==> src/rtl/if_fetch.sv <==
// Instruction fetch stage: reads one 32-bit instruction as four little-endian
// byte reads and hands it, with its PC, to the IF/ID latch.
module if_fetch #(
    parameter int ADDR_W = 32,
    parameter int INST_W = 32
) (
    input  logic              clk_in,
    input  logic              rst_in,
    input  logic              rdy_in,
    input  logic [ADDR_W-1:0] pc_in,
    input  logic              branch_flag_in,
    input  logic [5:0]        stall_in,
    output logic              mem_req_o,
    output logic [ADDR_W-1:0] mem_addr_o,
    input  logic              mem_valid_i,
    input  logic [7:0]        mem_data_i,
    output logic [INST_W-1:0] inst_o,
    output logic [ADDR_W-1:0] inst_pc_o,
    output logic              inst_valid_o,
    output logic              stall_req_o
);

    typedef enum logic [1:0] {
        IDLE  = 2'd0,
        FETCH = 2'd1,
        DONE  = 2'd2
    } state_t;

    state_t            state;
    state_t            state_next;
    logic [1:0]        cnt;
    logic [ADDR_W-1:0] fetch_pc;
    logic [INST_W-1:0] buffer;
    logic [INST_W-1:0] buffer_fill;
    logic              byte_accept;

    // Only the IF/ID stall bit matters to this stage.
    logic unused_stall;
    assign unused_stall = &{1'b0, stall_in[5:2], stall_in[0]};

    // A returned byte counts only while requesting and not being flushed.
    assign byte_accept = (state == FETCH) && mem_valid_i && !branch_flag_in;

    always_comb begin
        buffer_fill = buffer;
        buffer_fill[{cnt, 3'b000} +: 8] = mem_data_i;
    end

    always_comb begin
        state_next = state;
        unique case (state)
            IDLE:  if (!branch_flag_in) state_next = FETCH;
            FETCH: begin
                if (branch_flag_in)
                    state_next = IDLE;
                else if (mem_valid_i && cnt == 2'd3)
                    state_next = DONE;
            end
            DONE:  if (branch_flag_in || !stall_in[1]) state_next = IDLE;
            default: state_next = IDLE;
        endcase
    end

    // NOTE: every register here resets asynchronously and updates with <= only.
    always_ff @(posedge clk_in or posedge rst_in) begin
        if (rst_in)
            state <= IDLE;
        else if (rdy_in)
            state <= state_next;
    end

    always_ff @(posedge clk_in or posedge rst_in) begin
        if (rst_in) begin
            cnt       <= 2'd0;
            fetch_pc  <= '0;
            buffer    <= '0;
            inst_o    <= '0;
            inst_pc_o <= '0;
        end else if (rdy_in) begin
            if (state == IDLE && !branch_flag_in) begin
                fetch_pc <= pc_in;
                cnt      <= 2'd0;
                buffer   <= '0;
            end else if (byte_accept) begin
                buffer <= buffer_fill;
                cnt    <= cnt + 2'd1;
                if (cnt == 2'd3) begin
                    inst_o    <= buffer_fill;
                    inst_pc_o <= fetch_pc;
                end
            end
        end
    end

    // The counter supplies the low address bits, so the PC's own [1:0] are dropped.
    assign mem_addr_o   = {fetch_pc[ADDR_W-1:2], cnt};
    assign mem_req_o    = (state == FETCH);
    assign inst_valid_o = (state == DONE);
    assign stall_req_o  = (state != DONE);

endmodule

==> config.mk <==
export PLATFORM = sky130hd
export DESIGN_NAME = if_fetch
export DESIGN_NICKNAME = d
export VERILOG_FILES = /design/src/rtl/if_fetch.sv
export SDC_FILE = /design/constraint.sdc
export NUM_CORES = 1
export LEC_CHECK = 0
export ABC_CLOCK_PERIOD_IN_PS = 4800
export BUFFER_PORTS_ARGS = -buffer_cell sky130_fd_sc_hd__buf_2
export CAP_MARGIN = 20
export CORE_ASPECT_RATIO = 1.75
export CORE_MARGIN = 4
export CORE_UTILIZATION = 52
export CTS_CLUSTER_DIAMETER = 100
export CTS_CLUSTER_SIZE = 30
export DETAILED_ROUTE_END_ITERATION = 10
export GPL_ROUTABILITY_DRIVEN = 0
export PLACE_DENSITY = 0.79
export REMOVE_ABC_BUFFERS = 1
export SETUP_SLACK_MARGIN = 0.05
export SYNTH_ARGS = -nofsm -noshare
export SYNTH_HDL_FRONTEND = slang
export SYNTH_SLANG_ARGS = --single-unit
export TNS_END_PERCENT = 30
==> constraint.sdc <==
create_clock -name clk_in -period 4.8 [get_ports clk_in]
set_input_delay 1.2 -clock clk_in [delete_from_list [all_inputs] [get_ports clk_in]]
set_output_delay 1.2 -clock clk_in [all_outputs]
set_load 0.01 [all_outputs]
==> run metrics <==
worst path arrival time=1.55 ns; Rows=49; initial drt markers=237; min Tclk post-route=2.75 ns; Synth warnings=0; Sequential Area=3100 um^2; top_reg_cell synth=dfrtp_1; max_cap viols=0; vias in the first global route=4,424; post-synth top area cell=dfrtp_1; post-CTS setup buffer count=0; Global Route Usage Sum=22.1%; setup TNS=0 ns; Max Fclk=0.364 GHz; Mapped Cells=464; DP Cell Count=672; Final nets=621; Top Ports=150; Via-to-Cell Ratio=5.76; Post-CTS Hold Buffers=0; Leakage=3.44 nW; Req. time, crit path=3.60 ns; EDFF count, synth=0; slew margin rel.=27.1%; Critical Path Sink Type=primary output; Synth top cells by count=124 x dfrtp_1, 46 x mux2_2, 39 x a21oi_1, 39 x o21ai_0, 30 x buf_4; width of the die=86.5 um; power per cell area=450 nW/um^2; n_diodes=0; largest net degree at the start of global routing=61; distinct cell type count after synthesis=44; status=complete, no violations; CTS Buf Count=17; Worst Skew=0.0109 ns; CTS resizes=0; synth top area cells=dfrtp_1 55%, mux2_2 9.2%, buf_4 4.0%; DRT antenna net count=0; CTS tree=yes; #FFs+latches synth=124; DRT Pass-1 Iters=4; worst hold path endpoint=buffer[5]$_DFFE_PP0P_; WL/cell=19.0 um; worst reg2reg path endpoint=buffer[20]$_DFFE_PP0P_; Crit Path Category=flop to primary output; Initial Util=53.8%; R2R cell count=5; die height=145 um; HPWL after DPL=9.19 mm; min-delay worst type=flop to flop; CTS Root Cell=clkbuf_16; Pwr Total=3.05 mW; initial antenna violation count=0; worst-path cell chain=inv_1 > nor2_1 > buf_2; non-filler cells in the finished layout=705; fill count=825; synthesized area=5600 um^2; die area=12,600 um^2; I/O Buffers=144; CP max FO=16; maximum vdd drop=338 uV; HP Start=buffer[5]$_DFFE_PP0P_; CTS Sinks=124; H-tree Lvls=4; clock latency on the worst-skew pair=0.41 ns; Remaining Overflow, GRT=0; Synth async-reset ratio=100%; Worst-Margin Slew=1.09 ns; reg2reg start=cnt[0]$_DFFE_PP0P_; Startpoint Class=flop; share of layout cells above drive strength 1=43.3%; Core Area=10,400 um^2; Hold Path Stages=1; Final Cycle Share=57.3%; Final Max Tran Viols=0; utilization after layout=65.0%; flop-to-flop setup slack=2.11 ns; Longest Clk Path Bufs=2; top-count cell post-synth=dfrtp_1; # DRC=0; Critical Path Max Stage Delay=0.66 ns; Final setup viols=0; Yosys top cell area share=55.4%; RSZ-0062 raised after global routing=no; routed vias=4,059; Multi-input gate area=2060 um^2; sequential area share after synthesis=55.4%; clock-pin slew on the worst setup and hold paths=0.06 ns; Synth Area per Inst=12.1 um^2; CP max stage cell=dfrtp_1; Total Routed Length=13.4 mm; global-route wire length before repair=21.9 mm; Final Hold Fails=0; area grow syn2layout=20.9%
==> sequential cells by signal, indices dropped and copies added, names as in the netlist <==
| signal | cells |
|---|---|
| buffer | 24 |
| inst_pc_o | 32 |
| inst_o | 32 |
| fetch_pc | 32 |
| cnt | 2 |
| state | 2 |
==> final cells by class <==
type | count | area share, %
multi-input cells | 264 | 30.5
inverters | 7 | 0.425
clock buffers | 18 | 6.34
flip-flops and latches | 124 | 45.8
repair buffers | 151 | 11.7
clock inverters | 14 | 2.90
well taps | 127 | 2.35
==> worst max-delay path: cells and delay by family (launching register included) <==
family                 cells  cell delay, ns
buffers and inverters      2            0.36
and+or+nand+nor            1            0.13
DFF                        1            0.66
==> cell usage in the layout, fill, tap and decap left out, types with 5 or more instances in the layout <==
master | Yosys | final
mux2_4 | 14 | 14
mux2_1 | 5 | 5
a32o_1 | 5 | 5
dfrtp_1 | 124 | 124
a32oi_1 | 5 | 5
nor2b_1 | 10 | 10
o21ai_0 | 39 | 39
buf_4 | 30 | 6
clkbuf_16 | 0 | 17
clkinv_4 | 0 | 5
nand2b_1 | 8 | 8
a22o_1 | 12 | 12
a21oi_1 | 39 | 39
ha_1 | 5 | 5
mux2_2 | 46 | 46
and3_1 | 6 | 6
nand4_1 | 13 | 13
nand3_1 | 13 | 13
a31oi_1 | 8 | 8
inv_1 | 7 | 6
buf_2 | 10 | 144
and2_1 | 5 | 5
==> cells by family (layout without fill, tap and decap cells) <==
family	Yosys count	after routing	share of synthesized area, %
flops	124	124	55.4
compound gates	119	119	12.7
buf+inv	76	190	7.79
simple gates	75	75	9.00
mux	65	65	14.0
fa+ha+maj	5	5	1.12
==> worst max-delay path by stage <==
stage	start	endpoint	slack, ns	cells past startpoint
after floorplan	rst_in	buffer[0]$_DFFE_PP0P_	0.30	1
after global placement	branch_flag_in	inst_pc_o[17]$_DFFE_PP0P_	1.51	5
after detailed placement	branch_flag_in	inst_pc_o[26]$_DFFE_PP0P_	1.47	5
after CTS	branch_flag_in	inst_pc_o[26]$_DFFE_PP0P_	1.91	5
after global routing	cnt[0]$_DFFE_PP0P_	buffer[20]$_DFFE_PP0P_	1.95	5
final	state[0]$_DFFE_PP0P_	mem_req_o	2.05	3
==> layer usage <==
layer | wire [um] | GRT usage, % | vias up
met1 | 4990 | 24.5 | 2021
met2 | 6920 | 37.4 | 170
met5 | 0 | 0 | -
met3 | 1170 | 8.50 | 22
li1 | - | - | 1846
met4 | 345 | 9.05 | 0
==> through the flow <==
step           area (um^2)  worst slack (ns)  hold slack [ns]
6_report              6770              2.05            0.493
5_1_grt               6770              1.95            0.510
4_1_cts               6750              1.91            0.496
3_5_place_dp          6120              1.47            0.477
3_3_place_gp          6120              1.51            0.469
2_1_floorplan         5190             0.301            0.458
==> power breakdown <==
group          switching [mW]  leakage [nW]  internal (mW)
clock                   0.473         0.296          0.870
sequential             0.0786          1.65           1.16
combinational           0.258          1.49          0.213
Note: power is estimated with default switching activity, not from simulation.
